**src/rtl/shifter.sv**
```systemverilog
// Branch-offset shifter: registered logical left shift by a fixed SHIFT_AMT,
// built as a log2(WIDTH)-stage barrel network followed by one output register.

module shifter_stage #(
   parameter int WIDTH = 32,
   parameter int DIST  = 1,
   parameter bit EN    = 1'b0
) (
   input  logic [WIDTH-1:0] d_in,
   output logic [WIDTH-1:0] d_out
);
   // EN is a constant, so this folds to either wires or a fixed rewiring.
   assign d_out = EN ? (d_in << DIST) : d_in;
endmodule

module shifter #(
   parameter int WIDTH     = 32,
   parameter int SHIFT_AMT = 2
) (
   input  logic             clk,
   input  logic             rst,
   input  logic [WIDTH-1:0] A,
   input  logic             in_valid,
   output logic [WIDTH-1:0] Z,
   output logic             out_valid
);
   localparam int STAGES = (WIDTH > 1) ? $clog2(WIDTH) : 1;

   logic [STAGES:0][WIDTH-1:0] stg;
   logic [WIDTH-1:0]           z_d, z_q;
   logic                       valid_d, valid_q;

   assign stg[0] = A;

   // Stage k contributes 2^k of the shift when bit k of SHIFT_AMT is set.
   for (genvar k = 0; k < STAGES; k++) begin : g_stage
      localparam bit EN_K   = ((SHIFT_AMT >> k) & 1) != 0;
      localparam int DIST_K = 1 << k;
      shifter_stage #(
         .WIDTH (WIDTH),
         .DIST  (DIST_K),
         .EN    (EN_K)
      ) u_stage (
         .d_in  (stg[k]),
         .d_out (stg[k+1])
      );
   end

   always_comb begin
      z_d     = stg[STAGES];
      valid_d = in_valid;
   end

   // Z loads every cycle; in_valid only qualifies it through out_valid.
   always_ff @(posedge clk) begin
      if (rst) begin
         z_q     <= '0;
         valid_q <= 1'b0;
      end else begin
         z_q     <= z_d;
         valid_q <= valid_d;
      end
   end

   assign Z         = z_q;
   assign out_valid = valid_q;

endmodule

```
**config.mk**
```make
export PLATFORM = sky130hd
export DESIGN_NAME = shifter
export DESIGN_NICKNAME = d
export VERILOG_FILES = /design/src/rtl/shifter.sv
export SDC_FILE = /design/constraint.sdc
export NUM_CORES = 1
export LEC_CHECK = 0
export BUFFER_PORTS_ARGS = -buffer_cell sky130_fd_sc_hd__buf_2
export CORE_MARGIN = 2
export CORE_UTILIZATION = 25
export CTS_BUF_LIST = sky130_fd_sc_hd__clkbuf_4
export DETAILED_ROUTE_END_ITERATION = 10
export PLACE_DENSITY = 0.55
export SLEW_MARGIN = 5
export SYNTH_ARGS = -nofsm -noshare
export SYNTH_HDL_FRONTEND = slang
export SYNTH_SLANG_ARGS = --single-unit
```
**constraint.sdc**
```tcl
create_clock -name clk -period 0.8 [get_ports clk]
set_input_delay 0.04 -clock clk [delete_from_list [all_inputs] [get_ports clk]]
set_output_delay 0.04 -clock clk [all_outputs]
set_load 0.1 [all_outputs]
```
Word level (Yosys, flattened, before mapping)
Index checks and enable logic that the tools add are counted.
{"block": "word_totals", "word_cells": 3, "regBits": 33, "output_inout_bits": 33, "input_bits": 35}

Longest topological paths before layout
Gate-level depths: netlist (run 1).
{"block": "depth", "word_depth": 0, "ltp_mapped": 2, "depth_no_buf": 1}

Cells and area by module
A second synthesis (run 1) with hierarchy kept.
{"block": "unflattened", "cells_unflattened": 230, "area_unflattened_um2": 2094.5}
{"mod": "shifter_stage at g_stage[0].u_stage ...", "n_inst": 4, "seq_area_each_um2": 0.0, "cells_per_inst": 32, "area_each_um2": 240.2}
{"mod": "shifter", "n_inst": 1, "seq_area_each_um2": 660.6, "cells_per_inst": 69, "area_each_um2": 889.6}
{"mod": "shifter_stage at g_stage[1].u_stage", "n_inst": 1, "seq_area_each_um2": 0.0, "cells_per_inst": 33, "area_each_um2": 244.0}

Worst setup path before layout (run 1)
Ideal clock, no wire load.
{"block": "synth_timing", "path_kind": "register to output", "from": "reg z_q[10] (netlist: Z[10])", "to": "out Z[10]", "path_stages_with_launch": 1, "t_arrival_ns": 0.909, "t_required_ns": 0.760, "slack_ns": -0.149, "n_path_buf": 0, "path_cell_list": "dfxtp_1"}
{"element": "from (decl)", "line": "30", "text": "logic [WIDTH-1:0] z_d, z_q;"}
{"element": "from (signal assigned)", "line": "60", "text": "z_q <= z_d;"}
{"element": "to (decl)", "line": "24", "text": "output logic [WIDTH-1:0] Z,"}
No word-level cell between the ends.

Final worst setup path (run 1)
{"block": "layout_timing", "from": "reg z_q[11] (netlist: Z[11])", "to": "out Z[11]"}
No word-level cell between the ends.

==> impl_metrics.toml, run 1 <==
[global_routing]
overflow = 0
grt_pass1_wl_um = 3840
track_usage_pct = 13.2
grt_max_degree = 32
grt_pass1_vias = 818
antenna_found_initial = 0

[synthesis]
ys_seq_area_share_pct = 71.6
syn_area_per_cell_um2 = 12.8
synth_top_area_share_pct = 71.6
ys_top_cells_by_count = "dfxtp_1, nor2b_1, buf_6"
ys_types = 5
synth.area.top_cells = "dfxtp_1, nor2b_1, buf_6"
ys_warn_count = 0
syn_inst = 68
synth-edff-count = 0
ys_ff_latch = 31
yosys.area.top_type = "dfxtp_1"
synthFlopType = "dfxtp_1"
synthArstFlopShare_pct = 0
syn_area_um2 = 867

[cells_and_area]
drive_above_1_share_pct = 61.1
finalNonFillerCells = 213
stdcell_area_mm2 = 0.00211
nets = 201
area_growth_pct = 143
antenna_cells = 0
fill_cells = 248

[worst_hold_path]
min_path_cells = 3
worstHoldStart = "rst"
hold_path_end = "Z[12]"
hp-class = "in -> reg"

[sta]
min_period_ns = 0.892
fmax_ghz = 1.12
period_share_pct = 112
hold_violations = 0
fin_ws_ns = -0.0924
rsz0062_at_grt = "yes"
slew_violations = 0
finalSetupViolations = 31

[die]
row_count = 21
die_h_um = 62.9
die_area_mm2 = 0.00396
core-area_mm2 = 0.00334
start_util_pct = 26.0
ios = 68
die_w_um = 62.9

[worst_setup_path]
endpoint_kind = "output port"
critical_path_arrival_ns = 0.85
crit_slowest_cell = "dfxtp_2"
cp_num_buf_inv = 1
critPathLaunchType = "flop"
path_delay_family = "flip-flops"
cpPeakStageDelay_ns = 0.36
worstSetupStartpoint = "Z[11]"
crit_chain = "buf_12"
crit_fanout = 1
worstPathRequired_ns = 0.76
path_class = "reg -> out"

[clock_tree]
path_clk_slew_ns = 0.10
cts_buffer_depth = 2
htree_levels = 2
cts-root-buf = "clkbuf_4"
cts_tree = "built"
cts_buffers = 5
clock-sinks = 31

[placed_design]
gp_congestion = 0.621
io_buffers = 63
dp.cells = 174
pre_cts_ws_ns = 0.257
placed_cell_area_mm2 = 0.00172

[pwr]
leakagePower_nw = 0.920
power_density_mw_per_mm2 = 1960
vdd.ir_drop.worst_uv = 1160

[outcome]
outcome = "finished, violations left"
violations = "negative setup slack"

[run]
drv_cap = 0

[routing]
first_pass_iters = 2
wl_per_cell_um = 11.0
drt-initial-drc-count = 18
ant_nets = 0
drc = 0
num_vias = 782
routed_wl_um = 2350
vias_per_cell = 3.67
worst max-delay path by stage:
stage | end | cells after the start
3_5_place_dp | Z[20] | 1
5_1_grt | Z[13] | 1
4_1_cts | Z[11] | 1
6_report | Z[11] | 1
2_1_floorplan | Z[10] | 0
3_3_place_gp | Z[24] | 1
state kept, by name, indices dropped and copies added, names as in the netlist:
register and count:
out_valid 1, Z 30
placed cells by master, fill, tap and decap left out:
cell type	netlist	final
dfxtp_2	0	31
conb_1	1	2
clkbuf_4	0	5
buf_2	0	32
nor2b_1	31	31
buf_12	0	32
clkinv_1	0	1
clkinv_2	0	1
bufinv_16	0	1
dlygate4sd3_1	0	31
repair_timing:
item                                    4_1_cts  5_1_grt
gates resized for setup                       0        0
hold buffers                                 31        0
setup buffers                                 0        0
endpoints found under the setup margin       31       31
endpoints found under the hold margin        31        0
tightest hold or removal path, delay by kind of cell:
kind / cells / cell delay (ns)
buf+inv: 2 / 0.26
simple gates: 1 / 0.06
per-stage QoR:
step                      util [%]  hold slack, ns  total power, mW  TNS [ns]
final                         63.1          0.0729             4.12     -2.48
after global routing          63.1          0.0625             4.31     -4.05
after CTS                     63.1          0.0569             4.18     -3.21
after detailed placement      51.5           0.253             2.90         0
after global placement        51.5           0.249             2.89         0
after floorplan                  -           0.104             2.44         0
layout make-up:
type,count,area (um2),area share [%]
timing repair buffer,95,1110,52.8
tap,46,57.6,2.73
multi-input combinational,33,201,9.57
clock buffer,5,37.5,1.78
sequential,31,659,31.3
clock inverter,3,38.8,1.84
power by group:
group	switching [mW]	internal [mW]
Clock	0.503	0.642
Sequential	0.0667	1.64
Combinational	0.756	0.512
Total	1.33	2.80
routing by layer:
layer | global-route usage, % | routed length (um) | part of all wire, % | up-vias
met3 | 6.85 | 193 | 8.2 | 6
met5 | 0 | 0 | 0 | -
met1 | 12.8 | 859 | 37 | 335
met4 | 8.61 | 59 | 2.5 | 0
li1 | - | - | - | 393
met2 | 21.9 | 1230 | 53 | 48
cells by family (layout without fill, tap and decap cells):
family	count (synthesis)	after routing	share of synthesized area (%)
simple gates	31	31	22.4
flops	31	31	71.6
other cells	1	2	0.432
buf+inv	5	103	5.63
No activity file was read; power rests on OpenSTA's default activity.
==> run 2: changes to the inputs <==
--- a/config.mk
+++ b/config.mk
@@ -7,10 +7,10 @@
 export LEC_CHECK = 0
 export BUFFER_PORTS_ARGS = -buffer_cell sky130_fd_sc_hd__buf_2
 export CORE_MARGIN = 2
-export CORE_UTILIZATION = 25
+export CORE_UTILIZATION = 35
 export CTS_BUF_LIST = sky130_fd_sc_hd__clkbuf_4
 export DETAILED_ROUTE_END_ITERATION = 10
-export PLACE_DENSITY = 0.55
+export PLACE_DENSITY = 0.72
 export SLEW_MARGIN = 5
 export SYNTH_ARGS = -nofsm -noshare
 export SYNTH_HDL_FRONTEND = slang
==> run 2 against run 1 <==
Net effect:
- die area decreased by 27%
- critical endpoint is now Z[16]
- first-iteration DRC count decreased by 100%
- the flow still finishes with violations (negative setup slack)
- final cell count decreased by 7.5%
- largest power group unchanged
- clock power decreased by 23%
- global-route usage increased by 6.3 points
- total power decreased by 6.3%
- fmax decreased by 0.89%
- flip-flop and latch count unchanged
- worst setup slack got worse by 0.0080 ns
- largest cell class unchanged
- non-clock buffer count unchanged
- worst hold slack improved by 0.015 ns
- combinational power about the same
==> impl_metrics.toml, run 2 (synthesis gave the netlist of run 1 again) <==
[routing]
num_vias = 784
vias_per_cell = 3.98
routed_wl_um = 2430
ant_nets = 0
first_pass_iters = 1
drc = 0
drt-initial-drc-count = 0
wl_per_cell_um = 12.3

[sta]
hold_violations = 0
fmax_ghz = 1.11
period_share_pct = 113
finalSetupViolations = 31
slew_violations = 0
setup_tns_ns = -2.37
fin_ws_ns = -0.100
rsz0062_at_grt = "yes"
min_period_ns = 0.900

[die]
ios = 68
die_h_um = 53.8
row_count = 18
start_util_pct = 36.0
die_area_mm2 = 0.00289
core-area_mm2 = 0.00241
die_w_um = 53.8

[placed_design]
placed_cell_area_mm2 = 0.00170
hpwl_um = 1540
io_buffers = 63
gp_congestion = 0.658

[clock_tree]
path_clk_slew_ns = 0.09
cts_buffers = 5
cts_resized = 0
cts_tree = "built"
htree_levels = 2
clock-sinks = 31
cts-root-buf = "clkbuf_4"
cts_buffer_depth = 2

[worst_setup_path]
crit_fanout = 1
crit_slowest_cell = "dfxtp_2"
cp_num_buf_inv = 1
endpoint_kind = "output port"
path_class = "reg -> out"
path_delay_family = "flip-flops"
crit_chain = "buf_12"
critPathLaunchType = "flop"
critical_path_arrival_ns = 0.86
worstPathRequired_ns = 0.76
cpPeakStageDelay_ns = 0.36

[cells_and_area]
mostFrequentLayoutCells = "buf_2, buf_12, dfxtp_2, nor2b_1, dlygate4sd3_1"
stdcell_area_mm2 = 0.00207
nets = 201
antenna_cells = 0
fill_cells = 112
multi_input_area_um2 = 201
largest_reg_flops = 30
drive_above_1_share_pct = 61.7
ff_latch_area_um2 = 659
area_growth_pct = 138

[pwr]
vdd.ir_drop.worst_uv = 1620
p_total_mw = 3.87
power_density_mw_per_mm2 = 1870
leakagePower_nw = 0.913

[outcome]
outcome = "finished, violations left"
violations = "negative setup slack"

[global_routing]
overflow = 0
grt_pass1_vias = 861
grt_max_degree = 32
track_usage_pct = 19.6
grt_pass1_wl_um = 3640
antenna_found_initial = 0

[run]
drv_cap = 0

[worst_hold_path]
hp-class = "in -> reg"
==> run 2: cell type report <==
| cell class | instances | share of cell area (%) |
|---|---|---|
| clock inverter | 1 | 0.242 |
| clock buffer | 7 | 2.54 |
| timing repair buffer | 95 | 53.8 |
| multi-input combinational | 33 | 9.75 |
| tap | 30 | 1.82 |
| sequential | 31 | 31.9 |
==> run 2: power breakdown <==
part | switching, mW | leakage (nW) | internal, mW | total [mW]
Sequential | 0.0677 | 0.267 | 1.64 | 1.71
Clock | 0.471 | 0.0361 | 0.409 | 0.880
Combinational | 0.761 | 0.610 | 0.512 | 1.27
==> run 2: through the flow <==
step / instances / utilization, % / hold slack, ns / worst slack (ns)
detailed placement: 158 / 70.5 / 0.252 / 0.250
finish: 197 / 85.8 / 0.0883 / -0.100
global placement: 158 / 70.5 / 0.247 / 0.269
CTS: 197 / 85.8 / 0.0724 / -0.119
global route: 197 / 85.8 / 0.0636 / -0.157
floorplan: 69 / - / 0.104 / 0.134
==> run 2: worst paths after layout <==
path / slack (ns) / cells after the start / start / endpoint
hold / removal: 0.09 / 3 / rst / Z[6]
setup / recovery: -0.10 / 1 / Z[16] / Z[16]
==> run 2: timing repair <==
item                                    CTS  global route
hold buffers                             31             0
setup buffers                             0             0
endpoints found under the setup margin   31            31
endpoints found under the hold margin    31             0
==> run 2: metal layers <==
metal | track usage [%] | vias up | routed length, um
li1 | - | 394 | -
met3 | 8.33 | 10 | 161
met4 | 15.0 | 0 | 105
met2 | 38.8 | 42 | 1430
met1 | 13.7 | 338 | 731
met5 | 0 | - | 0
==> run 3: changes to the inputs <==
--- a/config.mk
+++ b/config.mk
@@ -5,12 +5,13 @@
 export SDC_FILE = /design/constraint.sdc
 export NUM_CORES = 1
 export LEC_CHECK = 0
+export ABC_AREA = 1
 export BUFFER_PORTS_ARGS = -buffer_cell sky130_fd_sc_hd__buf_2
 export CORE_MARGIN = 2
 export CORE_UTILIZATION = 35
 export CTS_BUF_LIST = sky130_fd_sc_hd__clkbuf_4
 export DETAILED_ROUTE_END_ITERATION = 10
-export PLACE_DENSITY = 0.72
+export PLACE_DENSITY = 0.71
 export SLEW_MARGIN = 5
 export SYNTH_ARGS = -nofsm -noshare
 export SYNTH_HDL_FRONTEND = slang
==> run 3 against run 2 <==
Net effect:
- the flow still finishes with violations (negative setup slack)
- routed wire length up 19%
- sequential share of layout area is 0.59 points lower
- clock power increased by 3.9%
- flip-flop and latch count unchanged
- non-clock buffer count stayed put
- fmax grew 0.11%
- final area is 1.9% higher
- via count grew 15%
- global-route usage is 3.1 points higher
- critical path depth unchanged
- final cell count rose by 16%
- total power is 1.6% higher
- largest power group unchanged
==> impl_metrics.toml, run 3 <==
[sta]
hold_violations = 0
setup_tns_ns = -2.51
finalSetupViolations = 31
slew_violations = 0
period_share_pct = 112
min_period_ns = 0.899
holdWs_ns = 0.0944
fin_ws_ns = -0.0994
rsz0062_at_grt = "yes"
fmax_ghz = 1.11

[synthesis]
yosys.area.top_type = "dfxtp_1"
synth_top_area_share_pct = 68.5
syn_inst = 99
synthFlopType = "dfxtp_1"
synth.area.top_cells = "dfxtp_1, inv_1, nor2_1"
ys_types = 6
syn_area_per_cell_um2 = 9.15
ys_ff_latch = 31
synth-edff-count = 0
syn_area_um2 = 906
synthArstFlopShare_pct = 0
ys_warn_count = 0
ys_top_cells_by_count = "dfxtp_1, inv_1, nor2_1"
ys_seq_area_share_pct = 68.5

[clock_tree]
htree_levels = 2
path_clk_slew_ns = 0.09
cts-root-buf = "clkbuf_4"
cts_resized = 0
cts_buffers = 5
clock-sinks = 31
cts_buffer_depth = 2
post-cts-setup-buffers = 0
cts_tree = "built"

[global_routing]
grt_pass1_vias = 994
grtUsageMet3_pct = 11.7
met2_usage_pct = 42.9
busiest_layer = "met2"
track_usage_pct = 22.7
grtUsageMet1_pct = 18.0
antenna_found_initial = 0
grt_max_degree = 32
grt_pass1_wl_um = 4370
overflow = 0

[placed_design]
io_buffers = 63
hpwl_um = 1610
gp_congestion = 0.661

[routing]
drt-initial-drc-count = 17
routed_wl_um = 2900
first_pass_iters = 4
num_vias = 900
wl_per_cell_um = 12.7
drc = 0
vias_per_cell = 3.95
ant_nets = 0

[die]
die_area_mm2 = 0.00301
ios = 68
die_w_um = 54.9
core-area_mm2 = 0.00245
row_count = 18
die_h_um = 54.9
start_util_pct = 36.9

[worst_hold_path]
hp-class = "in -> reg"

[worst_setup_path]
cpPeakStageDelay_ns = 0.36
crit_chain = "buf_12"
crit_slowest_cell = "dfxtp_2"
path_class = "reg -> out"
cp_num_buf_inv = 1
worstPathRequired_ns = 0.76
critical_path_arrival_ns = 0.86
crit_fanout = 1
endpoint_kind = "output port"
critPathLaunchType = "flop"
path_delay_family = "flip-flops"

[cells_and_area]
area_growth_pct = 132
nets = 232
mostFrequentLayoutCells = "buf_2, buf_12"
antenna_cells = 0
drive_above_1_share_pct = 52.0
largest_reg_flops = 30

[pwr]
leakagePower_nw = 1.07
vdd.ir_drop.worst_uv = 2070
power_density_mw_per_mm2 = 1860

[outcome]
violations = "negative setup slack"
outcome = "finished, violations left"

[run]
drv_cap = 0
[run 3: cell types whose count changed after synthesis]
| cell | before | now |
|---|---|---|
| nor2_1 | 0 | 31 |
| inv_1 | 0 | 31 |
| nor2b_1 | 31 | 0 |
[run 3: routing by layer]
layer,vias up,wire [um]
li1,457,-
met1,389,959
met2,48,1570
met3,6,307
met4,0,58
met5,-,0
[run 3: layout make-up]
cell class	count	area, um2
well taps	30	37.5
flip-flops and latches	31	659
clock inverters	1	5.00
repair buffers	95	1110
fillers	123	349
inverters	31	116
multi-input cells	33	124
clock buffers	7	52.6
[run 3: cells by family (layout without fill, tap and decap cells)]
| kind of cell | Yosys count | after routing | synth area share (%) |
|---|---|---|---|
| buffers and inverters | 36 | 134 | 18.2 |
| flip-flops | 31 | 31 | 68.5 |
| AND/OR/NAND/NOR | 31 | 31 | 12.8 |
| other | 1 | 2 | 0.414 |
[run 3: timing repair]
action | 4_1_cts | 5_1_grt
hold buffers | 31 | 0
endpoints found under the setup margin | 31 | 31
endpoints found under the hold margin | 31 | 0
[run 3: path summary, 6_finish.rpt]
| kind | from | endpoint | cells after the start |
|---|---|---|---|
| min | rst | Z[12] | 3 |
| max | Z[9] | Z[9] | 1 |
[run 3: power by group]
| group | internal, mW | switching, mW |
|---|---|---|
| Clock | 0.410 | 0.504 |
| Sequential | 1.64 | 0.0676 |
| Combinational | 0.503 | 0.799 |
[run 3: per-stage QoR]
step           utilization [%]  total power, mW  std cells  setup WS, ns  cell area, um2
2_1_floorplan                -             2.45        100         0.134             948
3_3_place_gp              70.8             2.90        189         0.270            1740
3_5_place_dp              70.8             2.92        189         0.255            1740
4_1_cts                   85.8             3.94        228        -0.118            2110
5_1_grt                   85.8             4.06        228        -0.130            2110
6_report                  85.8             3.93        228       -0.0994            2110
